File: config.mk
export PLATFORM = sky130hd
export DESIGN_NAME = i2c_multi_agent_bus_monitor
export DESIGN_NICKNAME = d
export VERILOG_FILES = /design/src/rtl/i2c_multi_agent_bus_monitor.sv
export SDC_FILE = /design/constraint.sdc
export NUM_CORES = 1
export LEC_CHECK = 0
export BUFFER_PORTS_ARGS = -buffer_cell sky130_fd_sc_hd__buf_2
export CORE_ASPECT_RATIO = 0.7
export CORE_MARGIN = 2
export CORE_UTILIZATION = 58
export DETAILED_ROUTE_END_ITERATION = 6
export PLACE_DENSITY = 0.84
export SYNTH_ARGS = -nofsm -noshare
export SYNTH_HDL_FRONTEND = slang
export SYNTH_SLANG_ARGS = --single-unit
File: constraint.sdc
create_clock -name PCLK -period 2.78 [get_ports PCLK]
set_clock_uncertainty 0.15 [all_clocks]
set_input_delay 0.278 -clock PCLK [delete_from_list [all_inputs] [get_ports PCLK]]
set_output_delay 0.278 -clock PCLK [all_outputs]
set_load 0.02 [all_outputs]
File: src/rtl/i2c_multi_agent_bus_monitor.sv
// i2c_multi_agent_bus_monitor
// Resolves an open-drain I2C bus shared by NUM_AGENTS agents and watches the
// synchronised lines. It reports START/STOP, completed bytes with their ACK
// bit, per-agent arbitration loss and START/STOP arriving inside a byte.
module i2c_multi_agent_bus_monitor #(
    parameter int NUM_AGENTS  = 2,
    parameter int SYNC_STAGES = 2
) (
    input  logic                  PCLK,
    input  logic                  PRESETN,
    input  logic [NUM_AGENTS-1:0] scl_o,
    input  logic [NUM_AGENTS-1:0] scl_oe,
    input  logic [NUM_AGENTS-1:0] sda_o,
    input  logic [NUM_AGENTS-1:0] sda_oe,
    input  logic [NUM_AGENTS-1:0] arb_clr,
    output logic                  SCL,
    output logic                  SDA,
    output logic                  bus_busy,
    output logic                  start_det,
    output logic                  stop_det,
    output logic                  byte_valid,
    output logic [7:0]            byte_data,
    output logic                  byte_ack,
    output logic [NUM_AGENTS-1:0] arb_lost,
    output logic                  proto_err
);

    typedef enum logic [1:0] {
        ST_IDLE = 2'd0,
        ST_BITS = 2'd1,
        ST_ACK  = 2'd2
    } state_t;

    // ------------------------------------------------------------------
    // Wired-AND resolution. Only an enable that is definitely 1 drives the
    // line; an X/Z enable is treated as a released (pulled-up) agent.
    // ------------------------------------------------------------------
    logic [NUM_AGENTS-1:0] scl_contrib;
    logic [NUM_AGENTS-1:0] sda_contrib;
    logic [NUM_AGENTS-1:0] drive_high;

    genvar gi;
    generate
        for (gi = 0; gi < NUM_AGENTS; gi++) begin : g_agent
            assign scl_contrib[gi] = (scl_oe[gi] === 1'b1) ? scl_o[gi] : 1'b1;
            assign sda_contrib[gi] = (sda_oe[gi] === 1'b1) ? sda_o[gi] : 1'b1;
            assign drive_high[gi]  = (sda_oe[gi] === 1'b1) && (sda_o[gi] === 1'b1);
        end
    endgenerate

    assign SCL = &scl_contrib;
    assign SDA = &sda_contrib;

    // ------------------------------------------------------------------
    // Synchronisers. Intent travels through the same depth as SDA so that
    // the arbitration compare sees both from the same bus instant.
    // ------------------------------------------------------------------
    logic [SYNC_STAGES-1:0] scl_sync_reg;
    logic [SYNC_STAGES-1:0] sda_sync_reg;
    logic [NUM_AGENTS-1:0]  intent_sync_reg [SYNC_STAGES];
    logic                   p_scl_reg;
    logic                   p_sda_reg;

    logic                   s_scl;
    logic                   s_sda;
    logic [NUM_AGENTS-1:0]  s_intent;

    assign s_scl    = scl_sync_reg[SYNC_STAGES-1];
    assign s_sda    = sda_sync_reg[SYNC_STAGES-1];
    assign s_intent = intent_sync_reg[SYNC_STAGES-1];

    // Shift the resolved lines and drive-high intent through the sync chain
    always_ff @(posedge PCLK or negedge PRESETN) begin
        if (!PRESETN) begin
            scl_sync_reg <= '1;
            sda_sync_reg <= '1;
            for (int k = 0; k < SYNC_STAGES; k++) begin
                intent_sync_reg[k] <= '0;
            end
            p_scl_reg <= 1'b1;
            p_sda_reg <= 1'b1;
        end else begin
            scl_sync_reg       <= {scl_sync_reg[SYNC_STAGES-2:0], SCL};
            sda_sync_reg       <= {sda_sync_reg[SYNC_STAGES-2:0], SDA};
            intent_sync_reg[0] <= drive_high;
            for (int k = 1; k < SYNC_STAGES; k++) begin
                intent_sync_reg[k] <= intent_sync_reg[k-1];
            end
            p_scl_reg <= s_scl;
            p_sda_reg <= s_sda;
        end
    end

    // Bus conditions; START and STOP are mutually exclusive by construction
    logic scl_rise;
    logic start_cond;
    logic stop_cond;

    assign scl_rise   = !p_scl_reg && s_scl;
    assign start_cond = p_scl_reg && s_scl && p_sda_reg && !s_sda;
    assign stop_cond  = p_scl_reg && s_scl && !p_sda_reg && s_sda;

    // ------------------------------------------------------------------
    // Frame tracker state and registered outputs
    // ------------------------------------------------------------------
    state_t                state_reg,    state_next;
    logic [3:0]            bit_cnt_reg,  bit_cnt_next;
    logic [7:0]            shift_reg,    shift_next;
    logic                  busy_reg,     busy_next;
    logic                  start_reg,    start_next;
    logic                  stop_reg,     stop_next;
    logic                  bv_reg,       bv_next;
    logic [7:0]            data_reg,     data_next;
    logic                  ack_reg,      ack_next;
    logic [NUM_AGENTS-1:0] arb_reg,      arb_next;
    logic                  perr_reg,     perr_next;

    logic [3:0]            bit_cnt_inc;
    logic [NUM_AGENTS-1:0] arb_set;
    logic                  in_partial;

    // Saturating bit counter increment; the count stops at 8
    assign bit_cnt_inc = (bit_cnt_reg == 4'd8) ? 4'd8 : bit_cnt_reg + 4'd1;

    // A START/STOP here would cut a byte short (mid data bits or at ACK)
    assign in_partial = ((state_reg == ST_BITS) && (bit_cnt_reg >= 4'd1) && (bit_cnt_reg <= 4'd7))
                        || (state_reg == ST_ACK);

    // Next-state and next-output logic for the frame tracker
    always_comb begin
        state_next   = state_reg;
        bit_cnt_next = bit_cnt_reg;
        shift_next   = shift_reg;
        busy_next    = busy_reg;
        start_next   = 1'b0;
        stop_next    = 1'b0;
        bv_next      = 1'b0;
        data_next    = data_reg;
        ack_next     = ack_reg;
        perr_next    = 1'b0;
        arb_set      = '0;

        if (start_cond) begin
            // START (or repeated START) wins over a coincident SCL rise
            perr_next    = in_partial;
            state_next   = ST_BITS;
            bit_cnt_next = 4'd0;
            shift_next   = 8'h00;
            busy_next    = 1'b1;
            start_next   = 1'b1;
        end else if (stop_cond) begin
            perr_next    = in_partial;
            state_next   = ST_IDLE;
            bit_cnt_next = 4'd0;
            busy_next    = 1'b0;
            stop_next    = 1'b1;
        end else if (scl_rise) begin
            unique case (state_reg)
                ST_BITS: begin
                    shift_next   = {shift_reg[6:0], s_sda};
                    bit_cnt_next = bit_cnt_inc;
                    if (bit_cnt_inc == 4'd8) begin
                        state_next = ST_ACK;
                    end
                    // An agent that wanted a 1 but sees a 0 has lost
                    for (int i = 0; i < NUM_AGENTS; i++) begin
                        arb_set[i] = s_intent[i] && !s_sda;
                    end
                end
                ST_ACK: begin
                    data_next    = shift_reg;
                    ack_next     = !s_sda;
                    bv_next      = 1'b1;
                    bit_cnt_next = 4'd0;
                    state_next   = ST_BITS;
                end
                default: begin
                    state_next = state_reg;
                end
            endcase
        end

        // Clear applies first so that a simultaneous set survives
        arb_next = (arb_reg & ~arb_clr) | arb_set;
    end

    // Frame tracker state register and registered outputs
    always_ff @(posedge PCLK or negedge PRESETN) begin
        if (!PRESETN) begin
            state_reg   <= ST_IDLE;
            bit_cnt_reg <= 4'd0;
            shift_reg   <= 8'h00;
            busy_reg    <= 1'b0;
            start_reg   <= 1'b0;
            stop_reg    <= 1'b0;
            bv_reg      <= 1'b0;
            data_reg    <= 8'h00;
            ack_reg     <= 1'b0;
            arb_reg     <= '0;
            perr_reg    <= 1'b0;
        end else begin
            state_reg   <= state_next;
            bit_cnt_reg <= bit_cnt_next;
            shift_reg   <= shift_next;
            busy_reg    <= busy_next;
            start_reg   <= start_next;
            stop_reg    <= stop_next;
            bv_reg      <= bv_next;
            data_reg    <= data_next;
            ack_reg     <= ack_next;
            arb_reg     <= arb_next;
            perr_reg    <= perr_next;
        end
    end

    assign bus_busy   = busy_reg;
    assign start_det  = start_reg;
    assign stop_det   = stop_reg;
    assign byte_valid = bv_reg;
    assign byte_data  = data_reg;
    assign byte_ack   = ack_reg;
    assign arb_lost   = arb_reg;
    assign proto_err  = perr_reg;

endmodule

# ---- Word-level counts from Yosys, hierarchy flattened
# Index checks and enable logic that the tools add are counted.
dict set report word_totals {
  ff_bits 40
  latchBits 0
  ram_bits 0
  rom_bits 0
  in_bits 12
  out_inout_bits 18
  n_memories 0
}
dict set report classes {
  n_addsub 1
  multipliers 0
  n_div 0
  magnitude_cmp 2
  eq_ne 12
  n_shift 0
  mux 33
  bitwise_logic 5
  reduce_logical 27
}
# op n
set ops {}
lappend ops {{two-way mux 8 bit} 4}
lappend ops {{two-way mux 2 bit} 8}
lappend ops {{two-way mux 4 bit} 4}
lappend ops {{two-way mux 1 bit} 15}
lappend ops {{logical AND 1 bit} 12}
lappend ops {{== test 4 bit (second input constant)} 2}
lappend ops {{case mux 4 bit (2 select lines)} 1}
lappend ops {{case equality test 1 bit (second input constant)} 6}
lappend ops {{AND reduction 2 bit} 3}
lappend ops {{AND reduction 3 bit} 2}
lappend ops {{nonzero test 2 bit} 3}
lappend ops {{adder 4 x 1 -> 4 bit (second input constant)} 1}
lappend ops {{greater-or-equal comparator 4 x 1 -> 1 bit (second input constant)} 1}
lappend ops {{<= comparator 4 x 3 -> 1 bit (second input constant)} 1}
lappend ops {{inequality test 4 x 3 -> 1 bit (second input constant)} 1}
lappend ops {{case mux 2 bit (2 select lines)} 1}
lappend ops {{AND reduction 4 bit} 1}
lappend ops {{nonzero test 4 bit} 1}
lappend ops {{logical NOT 1 bit} 3}
lappend ops {{nonzero test 3 bit} 1}
lappend ops {{AND 2 bit} 1}
lappend ops {{== test 2 x 1 -> 1 bit (second input constant)} 1}
lappend ops {{== test 2 bit (second input constant)} 1}
lappend ops {{inequality test 2 bit (second input constant)} 1}
lappend ops {{other kinds (4)} 5}

# ---- Logic depth before layout (Yosys ltp)
dict set report logic_depth {
  depth_word 8
  depth_mapped 7
  ltp_nobuf 6
}

# ---- Least setup slack after synthesis
# No wires, ideal clock.
dict set report synth_timing {
  path_kind {register to register}
  from {register p_scl_reg}
  to {register state_reg[0]}
  setup_ps 120
  arrival_time_ps 1594
  required_time_ps 2510
  setup_slack_ps 915
  stages_incl_launch_ff 6
  path_buffers 1
  period_less_slack_ps 1865
  path_cell_list {dfstp_2 clkbuf_1 nor2b_1 a211o_1 a221o_1 o211a_1}
}
dict set report synth_between {
  elab_chain_len 5
}
# item line_no
set synth_rtl {}
lappend synth_rtl {{start, declared} 61} ;# logic p_scl_reg;
lappend synth_rtl {{start signal, assigned} 89} ;# p_scl_reg <= s_scl;
lappend synth_rtl {{logical AND 1 bit} {100, 101}}
lappend synth_rtl {{logical AND 1 bit, on equally long branches (2 in series)} {100, 101}}
lappend synth_rtl {{inequality test 4 x 3 -> 1 bit (no line) (tied with other cells)} --}
lappend synth_rtl {{AND reduction 3 bit (no line) / two-way mux 2 bit (equally long branches)} --}
lappend synth_rtl {{end signal, assigned} 202} ;# state_reg <= state_next;
lappend synth_rtl {{end, declared} 106} ;# state_t state_reg, state_next;
# Parallel ways exist; a longest one is shown, timed or not.
# A chain may end at the register's enable or synchronous reset.

# ---- Worst setup path after layout
dict set report layout_timing {
  from {register state_reg[0]}
  to {register state_reg[0]}
}
dict set report layout_between {
  elab_chain_len 5
}
# item line_no
set layout_rtl {}
lappend layout_rtl {{== test 2 bit / == test 2 x 1 -> 1 bit (equally long branches)} 158} ;# unique case (state_reg)
lappend layout_rtl {{case mux 2 bit (2 select lines)} 158}
lappend layout_rtl {{two-way mux 2 bit} 157} ;# end else if (scl_rise) begin
lappend layout_rtl {{two-way mux 2 bit} 151} ;# end else if (stop_cond) begin
lappend layout_rtl {{two-way mux 2 bit} 143} ;# if (start_cond) begin
# Parallel ways exist; a longest one is shown, timed or not. The select of a mux whose other input is x is not followed.

==> flow_summary.toml <==
[global_route]
grt_pass1_vias = 1111
grt_max_degree = 41
grt_antenna_before_repair = 0
grt_pass1_wl_um = 5090
overflow = 0
use_met1_pct = 29.3
grt_use_met2_pct = 31.2
track_usage_pct = 21.4
grt.busiest_layer = "met2"
use_met3_pct = 7.91

[setup_path]
cp-start-kind = "flip-flop"
critPathCaptureType = "flip-flop"
critical_path_class = "flip-flop to flip-flop"
cp.required_ns = 2.81
worstPathArrival_ns = 2.09
crit_fanout = 7

[placed_design]
gp_congestion = 0.889
placedInstanceArea_um2 = 1830
preCtsSetupSlack_ns = 0.760
numPortBuffers = 29
hpwl_um = 2120

[clock_network]
cts_tree = "yes"
clkTransAtPathRegs_ns = 0.07
root_buffer = "clkbuf_8"
clock_path_buffers = 2
cts_buffers = 5
cts_resized = 0
hold_buffers = 3
insertion_delay_ns = 0.29
post_cts_buffers = 0
cts_sinks = 40
h-tree-depth = 2

[worst_hold_path]
hold_class = "input pin to flip-flop"

[floorplan]
std_cell_rows = 16
die_w_um = 67.9
die_area_um2 = 3300
io_pins = 30
core_area_um2 = 2760
fp.dieH_um = 48.7
initial_core_util_pct = 59.9

[sta]
clock.fmax_mhz = 486
fin_ws_ns = 0.722
rsz0062_at_grt = "false"
finalCriticalPeriod_ns = 2.06
slew_headroom_pct = 45.2
drv_slew = 0
tns_ns = 0
setup_viol = 0
worst_pin_slew_ns = 0.822
fin_crit_sh_pct = 74.0
hold_viol = 0

[drt]
first_iter_violations = 125
dr.pass1.iters = 4
drc = 0
vias_per_cell = 5.43
post_drt_wl_per_cell_um = 14.3
vias = 1125
wirelength_um = 2970
ant_nets = 0

[run_status]
status = "finished clean"

[synthesis]
synth_seq_cells = 40
yosys_warnings = 0
synth_nets = 152
synth.distinct_cells = 38
avgSynthCellArea_um2 = 12.3
synthCells = 135
syn_area_um2 = 1660
ys_seq_area_share_pct = 60.9

[power]
leakagePower_nw = 0.998
p_total_mw = 1.71
vdd_drop_max_uv = 650
p_per_area_nw_per_um2 = 872

[finish]
antenna_cells = 0
syn_to_final_growth_pct = 18.6
final_cell_mix = "dfrtp_1, buf_2, inv_1"
nFillCells = 193
layout_commonest_cell = "dfrtp_1"
final_area_um2 = 1960
nNetsFinal = 187
fin_util_pct = 71.1
drive_gt1_share_pct = 26.9

[flow_run]
max-cap-violations = 0
[where the power goes]
| part | switching [mW] | total [mW] | internal [mW] |
|---|---|---|---|
| logic | 0.272 | 0.470 | 0.199 |
| clock network | 0.187 | 0.453 | 0.266 |
| registers | 0.0888 | 0.788 | 0.699 |
| total | 0.548 | 1.71 | 1.16 |
[routing by layer]
layer / share of wire [%] / vias to the layer above
met3: 7.1 / 7
met1: 44 / 540
li1: - / 536
met2: 47 / 42
met5: 0 / -
met4: 1.3 / 0
[worst max-delay path, cell delays in order, from the launching register on]
cell	delay [ns]
dfrtp_1	0.38
inv_1	0.09
ha_1	0.31
nor2b_1	0.14
a211o_1	0.36
a221o_1	0.31
o211a_1	0.21
[per-stage QoR]
| stage | cells | hold slack, ns |
|---|---|---|
| after floorplan | 135 | -0.168 |
| after global placement | 196 | 0.183 |
| after detailed placement | 196 | 0.187 |
| after CTS | 207 | 0.000697 |
| after global routing | 207 | 0.0104 |
| final | 207 | 0.00631 |
[final timing paths]
check | from | endpoint | slack [ns] | depth (start not counted)
worst max-delay path | state_reg[0] | state_reg[0] | 0.72 | 6
worst min-delay path | scl_oe[0] | scl_sync_reg[0] | 0.006 | 2
worst max register to register | state_reg[0] | state_reg[0] | 0.72 | 6
worst min register to register | intent_sync_reg[3] | s_intent[1] | 0.20 | 0
max in group asynchronous | PRESETN | arb_lost[0] | 1.49 | 2
min in group asynchronous | PRESETN | shift_reg[4] | 0.47 | 2
[kinds of logic after synthesis]
logic type / synth area share, %
adders and majority gates: 3.78
buffers and inverters: 4.61
muxes: 6.12
xor gates and xnor gates: 1.59
and+or+nand+nor: 9.60
DFF: 60.9
AOI/OAI and AO/OA: 13.4
[cells in the mapped netlist]
| library cell | n | area (um2) |
|---|---|---|
| dfstp_2 | 6 | 158 |
| o21a_2 | 1 | 8.76 |
| inv_2 | 2 | 7.51 |
| o21bai_1 | 1 | 7.51 |
| buf_4 | 1 | 7.51 |
| inv_1 | 13 | 48.8 |
| o21ai_0 | 1 | 5.00 |
| or3b_1 | 1 | 8.76 |
| a211o_1 | 1 | 8.76 |
| nor3b_2 | 1 | 12.5 |
| o31ai_1 | 2 | 15.0 |
| o31a_1 | 1 | 8.76 |
| a22o_1 | 7 | 61.3 |
| xnor2_1 | 3 | 26.3 |
| nor2_1 | 2 | 7.51 |
| buf_2 | 1 | 5.00 |
| nor2b_1 | 1 | 6.26 |
| or4b_1 | 1 | 10.0 |
| o311ai_0 | 2 | 17.5 |
| nand2b_1 | 1 | 6.26 |
| a21oi_1 | 1 | 5.00 |
| nand3b_1 | 2 | 15.0 |
| mux2_1 | 9 | 101 |
| a22oi_1 | 2 | 15.0 |
| and3b_1 | 1 | 8.76 |
| o211a_1 | 1 | 10.0 |
| dfrtp_1 | 34 | 851 |
| ha_1 | 5 | 62.6 |
| a31oi_1 | 1 | 6.26 |
| nand3_1 | 2 | 10.0 |
| and2_1 | 2 | 12.5 |
| nor3_1 | 2 | 10.0 |
| clkbuf_1 | 2 | 7.51 |
| a221o_1 | 1 | 10.0 |
| o21ai_1 | 7 | 35.0 |
| o211ai_1 | 1 | 7.51 |
| nand2_1 | 12 | 45.0 |
| nor4_1 | 1 | 6.26 |
[cell type report]
type / count / area, um2 / area share [%]
multi-input combinational: 76 / 571 / 29.1
clock buffer: 6 / 72.6 / 3.70
inverter: 15 / 56.3 / 2.87
timing repair buffer: 32 / 175 / 8.92
sequential: 40 / 1010 / 51.4
clock inverter: 2 / 35.0 / 1.78
tap: 36 / 45.0 / 2.29
No activity file was read; power rests on OpenSTA's default activity.
